`config.mk`:
```
export PLATFORM = sky130hd
export DESIGN_NAME = uart_loader
export DESIGN_NICKNAME = d
export VERILOG_FILES = /design/src/rtl/uart_loader_pkg.sv /design/src/rtl/uart_rx_byte.sv /design/src/rtl/uart_loader.sv
export SDC_FILE = /design/constraint.sdc
export NUM_CORES = 1
export LEC_CHECK = 0
export BUFFER_PORTS_ARGS = -buffer_cell sky130_fd_sc_hd__buf_2
export CAP_MARGIN = 20
export CELL_PAD_IN_SITES_DETAIL_PLACEMENT = 1
export CELL_PAD_IN_SITES_GLOBAL_PLACEMENT = 1
export CORE_AREA = 5 5 152 111
export CTS_CLUSTER_DIAMETER = 50
export DETAILED_ROUTE_END_ITERATION = 10
export DIE_AREA = 0 0 157 116
export GPL_TIMING_DRIVEN = 0
export PLACE_DENSITY_LB_ADDON = 0.08
export SLEW_MARGIN = 20
export SYNTH_ARGS = -nofsm -noshare
export SYNTH_HDL_FRONTEND = slang
export SYNTH_SLANG_ARGS = --single-unit
```
`constraint.sdc`:
```
create_clock -name clk -period 6.01 [get_ports clk]
set_clock_uncertainty 0.05 [all_clocks]
set_input_delay 0.601 -clock clk [delete_from_list [all_inputs] [get_ports clk]]
set_output_delay 0.601 -clock clk [all_outputs]
set_load 0.01 [all_outputs]
```
`src/rtl/uart_loader_pkg.sv`:
```
// Shared types and constants for the UART boot loader.
// Loader frame states, RX byte states and frame constants.
package uart_loader_pkg;

   typedef enum logic [2:0] {
      S_IDLE,
      S_CNT0,
      S_CNT1,
      S_DATA,
      S_CHK,
      S_RUN
   } ld_state_t;

   typedef enum logic [2:0] {
      RX_IDLE,
      RX_START,
      RX_DATA,
      RX_STOP,
      RX_WAIT
   } rx_state_t;

   localparam logic [7:0] HDR_BYTE = 8'hA5;
   localparam int BYTES_PER_WORD = 4;

endpackage

```
`src/rtl/uart_rx_byte.sv`:
```
// 8N1 UART byte receiver with input synchroniser.
// Emits one-cycle byte_valid or byte_err pulses per received frame.
module uart_rx_byte
   import uart_loader_pkg::*;
#(
   parameter int CLK_DIV = 434
) (
   input  logic       clk,
   input  logic       rst_n,
   input  logic       rx,
   output logic       byte_valid,
   output logic [7:0] byte_data,
   output logic       byte_err
);

   localparam int CW = $clog2(CLK_DIV);
   localparam logic [CW-1:0] FULL = CW'(CLK_DIV - 1);
   localparam logic [CW-1:0] HALF = CW'(CLK_DIV / 2 - 1);

   logic          s1;
   logic          s2;
   logic          s3;
   rx_state_t     st;
   logic [CW-1:0] baud;
   logic [2:0]    bit_idx;
   logic [7:0]    shift;

   always_ff @(posedge clk) begin
      if (!rst_n) begin
         s1         <= 1'b1;
         s2         <= 1'b1;
         s3         <= 1'b1;
         st         <= RX_IDLE;
         baud       <= '0;
         bit_idx    <= '0;
         shift      <= '0;
         byte_valid <= 1'b0;
         byte_data  <= '0;
         byte_err   <= 1'b0;
      end else begin
         s1         <= rx;
         s2         <= s1;
         s3         <= s2;
         byte_valid <= 1'b0;
         byte_err   <= 1'b0;
         unique case (st)
            RX_IDLE: begin
               if (s3 && !s2) begin
                  st   <= RX_START;
                  baud <= HALF;
               end
            end
            RX_START: begin
               if (baud == '0) begin
                  // line back high at mid start bit: treat as glitch
                  if (s2) begin
                     st <= RX_IDLE;
                  end else begin
                     st      <= RX_DATA;
                     baud    <= FULL;
                     bit_idx <= '0;
                  end
               end else begin
                  baud <= baud - 1'b1;
               end
            end
            RX_DATA: begin
               if (baud == '0) begin
                  shift   <= {s2, shift[7:1]};
                  baud    <= FULL;
                  bit_idx <= bit_idx + 3'd1;
                  if (bit_idx == 3'd7) begin
                     st <= RX_STOP;
                  end
               end else begin
                  baud <= baud - 1'b1;
               end
            end
            RX_STOP: begin
               if (baud == '0) begin
                  if (s2) begin
                     byte_valid <= 1'b1;
                     byte_data  <= shift;
                     st         <= RX_IDLE;
                  end else begin
                     byte_err <= 1'b1;
                     st       <= RX_WAIT;
                  end
               end else begin
                  baud <= baud - 1'b1;
               end
            end
            RX_WAIT: begin
               if (s2) begin
                  st <= RX_IDLE;
               end
            end
            default: st <= RX_IDLE;
         endcase
      end
   end

endmodule

```
`src/rtl/uart_loader.sv`:
```
// UART boot loader: parses A5/CNT/payload/CHK frames into memory
// writes and releases the core once a checksum-valid image lands.
module uart_loader
   import uart_loader_pkg::*;
#(
   parameter int CLK_DIV = 434,
   parameter int ADDR_W  = 12,
   parameter int DATA_W  = 32
) (
   input  logic              clk,
   input  logic              rst_n,
   input  logic              rx,
   output logic [ADDR_W-1:0] mem_addr,
   output logic [DATA_W-1:0] mem_data,
   output logic              mem_we,
   output logic              core_run,
   output logic              busy,
   output logic              frame_err,
   output logic              load_done
);

   localparam logic [16:0] MAX_WORDS = 17'(2 ** ADDR_W);

   logic              rx_valid;
   logic [7:0]        rx_data;
   logic              rx_err;

   ld_state_t         state;
   logic [7:0]        cnt_lo;
   logic [15:0]       cnt_full;
   logic [ADDR_W-1:0] word_idx;
   logic [ADDR_W-1:0] last_idx;
   logic [1:0]        byte_idx;
   logic [DATA_W-1:0] word;
   logic [DATA_W-1:0] nxt_word;
   logic [7:0]        csum;

   uart_rx_byte #(
      .CLK_DIV (CLK_DIV)
   ) u_rx (
      .clk        (clk),
      .rst_n      (rst_n),
      .rx         (rx),
      .byte_valid (rx_valid),
      .byte_data  (rx_data),
      .byte_err   (rx_err)
   );

   assign cnt_full = {rx_data, cnt_lo};

   assign busy = (state == S_CNT0) || (state == S_CNT1)
              || (state == S_DATA) || (state == S_CHK);

   always_comb begin
      nxt_word = word;
      nxt_word[8*byte_idx +: 8] = rx_data;
   end

   always_ff @(posedge clk) begin
      if (!rst_n) begin
         state     <= S_IDLE;
         cnt_lo    <= '0;
         word_idx  <= '0;
         last_idx  <= '0;
         byte_idx  <= '0;
         word      <= '0;
         csum      <= '0;
         mem_addr  <= '0;
         mem_data  <= '0;
         mem_we    <= 1'b0;
         core_run  <= 1'b0;
         frame_err <= 1'b0;
         load_done <= 1'b0;
      end else begin
         mem_we    <= 1'b0;
         load_done <= 1'b0;
         if (rx_err && busy) begin
            frame_err <= 1'b1;
            core_run  <= 1'b0;
            state     <= S_IDLE;
         end else if (rx_valid) begin
            unique case (state)
               S_IDLE, S_RUN: begin
                  if (rx_data == HDR_BYTE) begin
                     state     <= S_CNT0;
                     frame_err <= 1'b0;
                     csum      <= '0;
                     core_run  <= 1'b0;
                  end
               end
               S_CNT0: begin
                  cnt_lo <= rx_data;
                  state  <= S_CNT1;
               end
               S_CNT1: begin
                  if (cnt_full == '0) begin
                     state <= S_CHK;
                  end else if ({1'b0, cnt_full} > MAX_WORDS) begin
                     frame_err <= 1'b1;
                     state     <= S_IDLE;
                  end else begin
                     state    <= S_DATA;
                     word_idx <= '0;
                     byte_idx <= '0;
                     // count is bounded above, so count-1 fits the index
                     last_idx <= ADDR_W'(cnt_full - 16'd1);
                  end
               end
               S_DATA: begin
                  word     <= nxt_word;
                  csum     <= csum ^ rx_data;
                  byte_idx <= byte_idx + 2'd1;
                  if (byte_idx == 2'(BYTES_PER_WORD - 1)) begin
                     mem_we   <= 1'b1;
                     mem_addr <= word_idx;
                     mem_data <= nxt_word;
                     if (word_idx == last_idx) begin
                        state <= S_CHK;
                     end else begin
                        word_idx <= word_idx + 1'b1;
                     end
                  end
               end
               S_CHK: begin
                  if (rx_data == csum) begin
                     state     <= S_RUN;
                     core_run  <= 1'b1;
                     load_done <= 1'b1;
                  end else begin
                     frame_err <= 1'b1;
                     state     <= S_IDLE;
                  end
               end
               default: state <= S_IDLE;
            endcase
         end
      end
   end

endmodule

```
======== Word level (Yosys, flattened, before mapping) ========
Index checks and enable logic that the tools add are counted.
operators by class
  shifts and indexed selects .............. 2
  reduce and logical (&&, ||, !) cells .... 37
  eq/ne operators ......................... 34
  add/subtract/negate cells ............... 6
  magnitude comparators ................... 1
  multiplexer cells ....................... 50
  bitwise gates (word level) .............. 8
operators with widths
  cell                                                    number
  two-way mux 12 bit                                      4
  two-way mux 3 bit                                       15
  two-way mux 9 bit                                       5
  case mux 9 bit (4 select lines)                         1
  negation 5 -> 34 bit                                    1
  variable shift 8 x 34 -> 32 bit (first input constant)  1
  variable part select 8 x 34 -> 32 bit                   1
  bitwise mux 32 bit                                      1
  case mux 3 bit (5 select lines)                         2
  case mux 12 bit (2 select lines)                        1
  AND reduction 4 bit                                     6
  inequality test 2 x 1 -> 1 bit (second input constant)  9
  > comparator 16 x 13 -> 1 bit (second input constant)   1
  logical NOT 16 bit                                      1
  case mux 8 bit (2 select lines)                         1
  adder 12 x 1 -> 12 bit (second input constant)          1
  equality test 12 bit                                    1
  equality test 3 x 2 -> 1 bit (second input constant)    4
  equality test 3 bit (second input constant)             4
  inequality test 2 bit (second input constant)           6
  inequality test 3 bit (second input constant)           4
  AND reduction 3 bit                                     4
  AND reduction 6 bit                                     2
  subtractor 12 x 1 -> 12 bit (second input constant)     1
  other kinds (29)                                        61
storage, ports and cells
  logic and storage cells ................. 161
  output and inout port bits .............. 49
  flip-flop bits (word level) ............. 161
  bits of input ports ..................... 3

======== Logic depth before layout (Yosys ltp) ========
  depth in word-level cells ............... 7
  gate-level depth with buffers ........... 9

======== By module ========
A second synthesis with hierarchy kept.
unflattened totals
  cells, all modules ...................... 864
  area, all modules ....................... 7612.3 sq um
modules (own cells, without submodules)
  module        seq. area each (sq um)  cells an instance  times used  area each (sq um)
  uart_loader   2502.4                  682                1           5939.4
  uart_rx_byte  720.7                   182                1           1672.9

======== Worst setup path after synthesis ========
No wires, ideal clock.
  path kind ............................... reg-to-reg
  start point ............................. register cnt_lo[0]
  end point ............................... register word_idx[7]
  slack ................................... 3.640 ns
  stages on the path, launching flop included .. 9
  required time ........................... 5.827 ns
  data arrival time ....................... 2.186 ns
  setup time .............................. 0.133 ns
  cells stage by stage .................... dfxtp_1 > inv_1 > ha_1 > or3b_2 > or4_4 > a31oi_4 > a21oi_2 > a21oi_1 > nor4_2
on the way
  word-level cells in the longest chain between the ends .. 3
ends and longest elaborated chain
  element                                                              line                                  source
  start, declared                                                      uart_loader.sv:29                     logic [7:0] cnt_lo;
  start signal, assigned                                               uart_loader.sv:92                     cnt_lo <= rx_data;
  > comparator 16 x 13 -> 1 bit or logical NOT 16 bit (tied branches)  uart_loader.sv:98, uart_loader.sv:96
  inequality test 2 bit (no line)                                      -
  AND reduction 7 bit (no line) (*)                                    -
  end signal, assigned                                                 uart_loader.sv:120                    word_idx <= word_idx + 1'b1;
  end, declared                                                        uart_loader.sv:31                     logic [ADDR_W-1:0] word_idx;
Every way passes the cells marked *; elsewhere a longest branch is shown, timed or not.
A chain may end at the register's enable or synchronous reset.

======== Worst setup path after layout ========
  start point ............................. register state[2]
  end point ............................... register csum[3]
on the way
  word-level cells in the longest chain between the ends .. 7
ends and longest elaborated chain
  element                                                                       line                source
  start, declared                                                               uart_loader.sv:28   ld_state_t state;
  start signal, assigned                                                        uart_loader.sv:61   state <= S_IDLE;
  start signal, assigned                                                        uart_loader.sv:80   state <= S_IDLE;
  start signal, assigned                                                        uart_loader.sv:85   state <= S_CNT0;
  equality test 3 x 1 -> 1 bit or equality test 3 x 2 -> 1 bit (tied branches)  uart_loader.sv:51   assign busy = (state == S_CNT0) || (state == S_CNT1)
  logical OR 1 bit                                                              uart_loader.sv:51
  logical OR 1 bit (2 in series)                                                uart_loader.sv:52   || (state == S_DATA) || (state == S_CHK);
  logical AND 1 bit                                                             uart_loader.sv:77   if (rx_err && busy) begin
  NOT 1 bit (no line)                                                           -
  AND reduction 4 bit (no line)                                                 -
  end signal, assigned                                                          uart_loader.sv:111  csum <= csum ^ rx_data;
  end, declared                                                                 uart_loader.sv:36   logic [7:0] csum;
Several ways; a longest one is shown, not always the timed one.

==> metrics.sh <==
DRT-PASS1-ITER-COUNT=5
CLKSLEWWORSTSETUPHOLDPATHS_PS=60
GLOBALROUTEMET1UTIL=0.352
WORST_SLEW_PIN_SLEW_PS=1010
WHS_PS=300
CTS.REPAIR.RESIZED=0
SYNTH_TOP_AREA_FRAC=0.441
ANT_NETS=0
SYNTHADDERAREAFRAC=0.0188
N_ANTENNA_CELL=0
REPORT.FINAL.SLEW_VIOL_COUNT=0
GRT_OVERFLOW_TOTAL=0
NETLIST-CELL-TYPE-COUNT=67
SYNTH-COMPOUND-AREA-SHARE=0.208
LARGEST_AREA_CONTRIBUTOR_IN_THE_SYNTHESIZED_NETLIST='sky130_fd_sc_hd__dfxtp_1'
CTS_HOLD_BUF=0
CP_DATA_REQUIRED_TIME_PS=6310
NUM_PORTS=52
TIMING_HOLD_VIOLATIONS_FINAL=0
TIMING.HOLD.WORST.CLASS='in2reg'
SYNTH_AREA_PER_CELL_UM2=8.42
PLACEMENTROWS=38
CTS_MADE_BUFFERS=17
DRC=0
FINAL.PERIOD_UTILIZATION=0.492
CRITICALPATHCATEGORY='reg2reg'
SYNTH_TOP_FAMILY_BY_AREA='simple AND/OR/NAND/NOR gates'
RSZ0062_AT_GRT='false'
COUNT_OF_MAX_CAP_CONSTRAINT_VIOLATIONS=0
SYNTH.MUX.AREA_FRACTION=0.0137
MAXIMUM_NUMBER_OF_PINS_ON_ONE_NET_BEFORE_GLOBAL_ROUTE_REPAIR=17
SYNTH.TOP_CELLS.BY_COUNT='sky130_fd_sc_hd__dfxtp_1 (161), sky130_fd_sc_hd__nor2_1 (120), sky130_fd_sc_hd__a21oi_1 (91)'
POSTSYNTHNETCOUNT=881
GRT_MOST_USED_LAYER='met2'
VIAS=6763
TIMING.FINAL.CRIT_PERIOD_PS=2960
SYNTH_ASYNC_SR_FLOP_SHARE=0
DESIGN.CORE.AREA_MM2=0.0152
WORST-ENDPOINT-ARRIVAL_PS=3260
SYNTH.YOSYS.WARNINGS=0
AVGVIACOUNTPERCELL=5.88
POST-SYNTH-TOP-COUNT-CELL='sky130_fd_sc_hd__dfxtp_1'
GR-USAGE-ALL-LAYERS=0.260
LEAKAGE_POWER_nW=3.05
CLOCK.FMAX_GHz=0.338
SYNTH_SIMPLE_GATE_AREA_SHARE=0.240
YOSYS_MOST_USED_DFF='sky130_fd_sc_hd__dfxtp_1'
DRT-WIRELENGTH-PER-CELL_UM=20.0
WIRE_LENGTH_OF_THE_FIRST_GLOBAL_ROUTING_PASS_MM=37.1
YS_SEQ_AREA_FRAC=0.441
INSERTION_DELAY_PS=440
TRITONCTS='done'
AREA_DELTA_SYNTH_FINAL_PCT=15.5
POST_SYNTHESIS_CELL_AREA_MM2=0.00730
PLACE_CONGESTION=0.846
FILLERS=1843
SYNTH.AREA.TOP_CELLS='sky130_fd_sc_hd__dfxtp_1 (44%), sky130_fd_sc_hd__a211oi_1 (7.6%), sky130_fd_sc_hd__a21oi_1 (6.2%), sky130_fd_sc_hd__nor2_1 (6.2%), sky130_fd_sc_hd__nand2_1 (4.4%)'
MAX_VDD_DROP_V=0.000169
DIE_W_UM=157
CTS-ROOT-TO-SINK-BUFFERS=2
AREA_SHARE_OF_XOR_XNOR_CELLS_IN_THE_SYNTHESIZED_DESIGN=0.0360
START_UTIL=0.481
CTS-ROOT-BUF='sky130_fd_sc_hd__clkbuf_16'
CRIT_PATH_START_KIND='register'
HTREE_NUM_LEVELS=4
RELATIVE_SLEW_SLACK=0.324
GRT_USE_MET3=0.0474
YS_SEQ_ELEMENTS=161
TRITONCTS_NUM_SINKS=161
CTS_POST_SETUP_BUFFERS_INSERTED=0
POST-DP-HPWL_MM=16.2
DESIGN.DIE.AREA_MM2=0.0182
TOTALWIRELENGTH_MM=23.0
END_KIND='register'
SYNTH-EDFF-COUNT=0
LAYOUT-DRIVE-GT1-SHARE=0.136
PWR_DENSITY_CELL_mW_PER_MM2=274
NUMBER_OF_GLOBAL_ROUTE_VIAS_BEFORE_REPAIR=6976
ANTENNA_VIOLATIONS_BEFORE_REPAIR=0
SETUP-TNS-FINAL_PS=0
VERTICAL_DIE_DIMENSION_UM=116
CRITICAL_PATH.MAX_FANOUT=10
SYN_INST=867
DR_ITER_0_VIOLS=400
FINAL_NETS=951
GRTUSAGEMET2=0.426
OUTCOME='finished, final reports clean'
IO_BUFFER_COUNT=51
SETUP_VIOL=0
[per-stage QoR]
step	power, mW	utilization	instance area, um^2	instances	worst slack, ps
2_1_floorplan	1.16	-	7300	867	3640
3_3_place_gp	1.18	0.515	7810	1118	3270
3_5_place_dp	1.19	0.515	7810	1118	3120
4_1_cts	2.32	0.556	8430	1150	3080
5_1_grt	2.38	0.556	8430	1150	2960
6_report	2.31	0.556	8430	1150	3050
[report_power, final]
| group | switching, mW | leakage, nW | total (mW) | internal, mW |
|---|---|---|---|---|
| Combinational | 0.0611 | 1.46 | 0.0868 | 0.0257 |
| Clock | 0.465 | 0.294 | 1.14 | 0.678 |
| Sequential | 0.00596 | 1.30 | 1.08 | 1.07 |
| Total | 0.533 | 3.05 | 2.31 | 1.78 |
[final timing paths]
path	slack (ps)	end	startpoint	cells past startpoint
worst min-delay path	300	u_rx.s1$_SDFF_PN1_	rx	2
worst max-delay path	3050	csum[3]$_SDFFE_PN0P_	state[2]$_SDFFE_PP0P_	7
worst min register to register	360	u_rx.s2$_SDFF_PN1_	u_rx.s1$_SDFF_PN1_	1
worst max register to register	3050	csum[3]$_SDFFE_PN0P_	state[2]$_SDFFE_PP0P_	7
[registers in the layout (all words and copies together) (netlist names), 2 cells and up]
| register | count |
|---|---|
| mem_data | 32 |
| word | 32 |
| last_idx | 12 |
| mem_addr | 12 |
| word_idx | 12 |
| u_rx.baud | 9 |
| cnt_lo | 8 |
| csum | 8 |
| u_rx.byte_data | 8 |
| u_rx.shift | 8 |
| state | 3 |
| u_rx.bit_idx | 3 |
| u_rx.st | 3 |
| byte_idx | 2 |
[per-layer routing]
layer	part of all wire	wire length (um)	up-vias
met4	0.016	365	0
met2	0.47	10800	151
met1	0.48	11000	3381
met3	0.041	955	31
li1	-	-	3200
met5	0	0	-
[layout by cell type (no fill, tap or decap), types with 11 or more instances in the layout]
| master | synthesis | final |
|---|---|---|
| sky130_fd_sc_hd__dfxtp_1 | 161 | 161 |
| sky130_fd_sc_hd__nor2_1 | 120 | 120 |
| sky130_fd_sc_hd__a21oi_1 | 91 | 91 |
| sky130_fd_sc_hd__nand2_1 | 85 | 85 |
| sky130_fd_sc_hd__a211oi_1 | 74 | 74 |
| sky130_fd_sc_hd__buf_2 | 16 | 67 |
| sky130_fd_sc_hd__clkbuf_1 | 39 | 40 |
| sky130_fd_sc_hd__nor2b_1 | 37 | 37 |
| sky130_fd_sc_hd__o21ai_0 | 27 | 27 |
| sky130_fd_sc_hd__xnor2_1 | 25 | 25 |
| sky130_fd_sc_hd__nand3_1 | 18 | 18 |
| sky130_fd_sc_hd__clkbuf_16 | 0 | 17 |
| sky130_fd_sc_hd__ha_1 | 11 | 11 |
[critical path, cell delays in order, from the launching register on]
cell                       delay [ps]
sky130_fd_sc_hd__dfxtp_1          300
sky130_fd_sc_hd__buf_2            180
sky130_fd_sc_hd__nand3b_1         280
sky130_fd_sc_hd__nor2_1           580
sky130_fd_sc_hd__clkbuf_1         620
sky130_fd_sc_hd__clkbuf_1         510
sky130_fd_sc_hd__nand3b_1         150
sky130_fd_sc_hd__a21oi_1          210
[logic make-up after synthesis]
| logic type | after synthesis |
|---|---|
| multiplexers | 10 |
| adder cells (fa/ha/maj) | 11 |
| XOR/XNOR | 30 |
| AO/OA/AOI/OAI | 233 |
| flip-flops | 161 |
| buffers and inverters | 71 |
| AND/OR/NAND/NOR | 351 |
[layout make-up]
cell class              count  area (um^2)  area share
clock buffers              20          457      0.0542
well taps                 200          250      0.0297
repair buffers             51          255      0.0303
flip-flops and latches    161         3220       0.382
clock inverters            12          156      0.0185
plain buffers              62          272      0.0322
multi-input cells         635         3780       0.449
inverters                   9         33.8     0.00401
No activity file was read; power rests on OpenSTA's default activity.
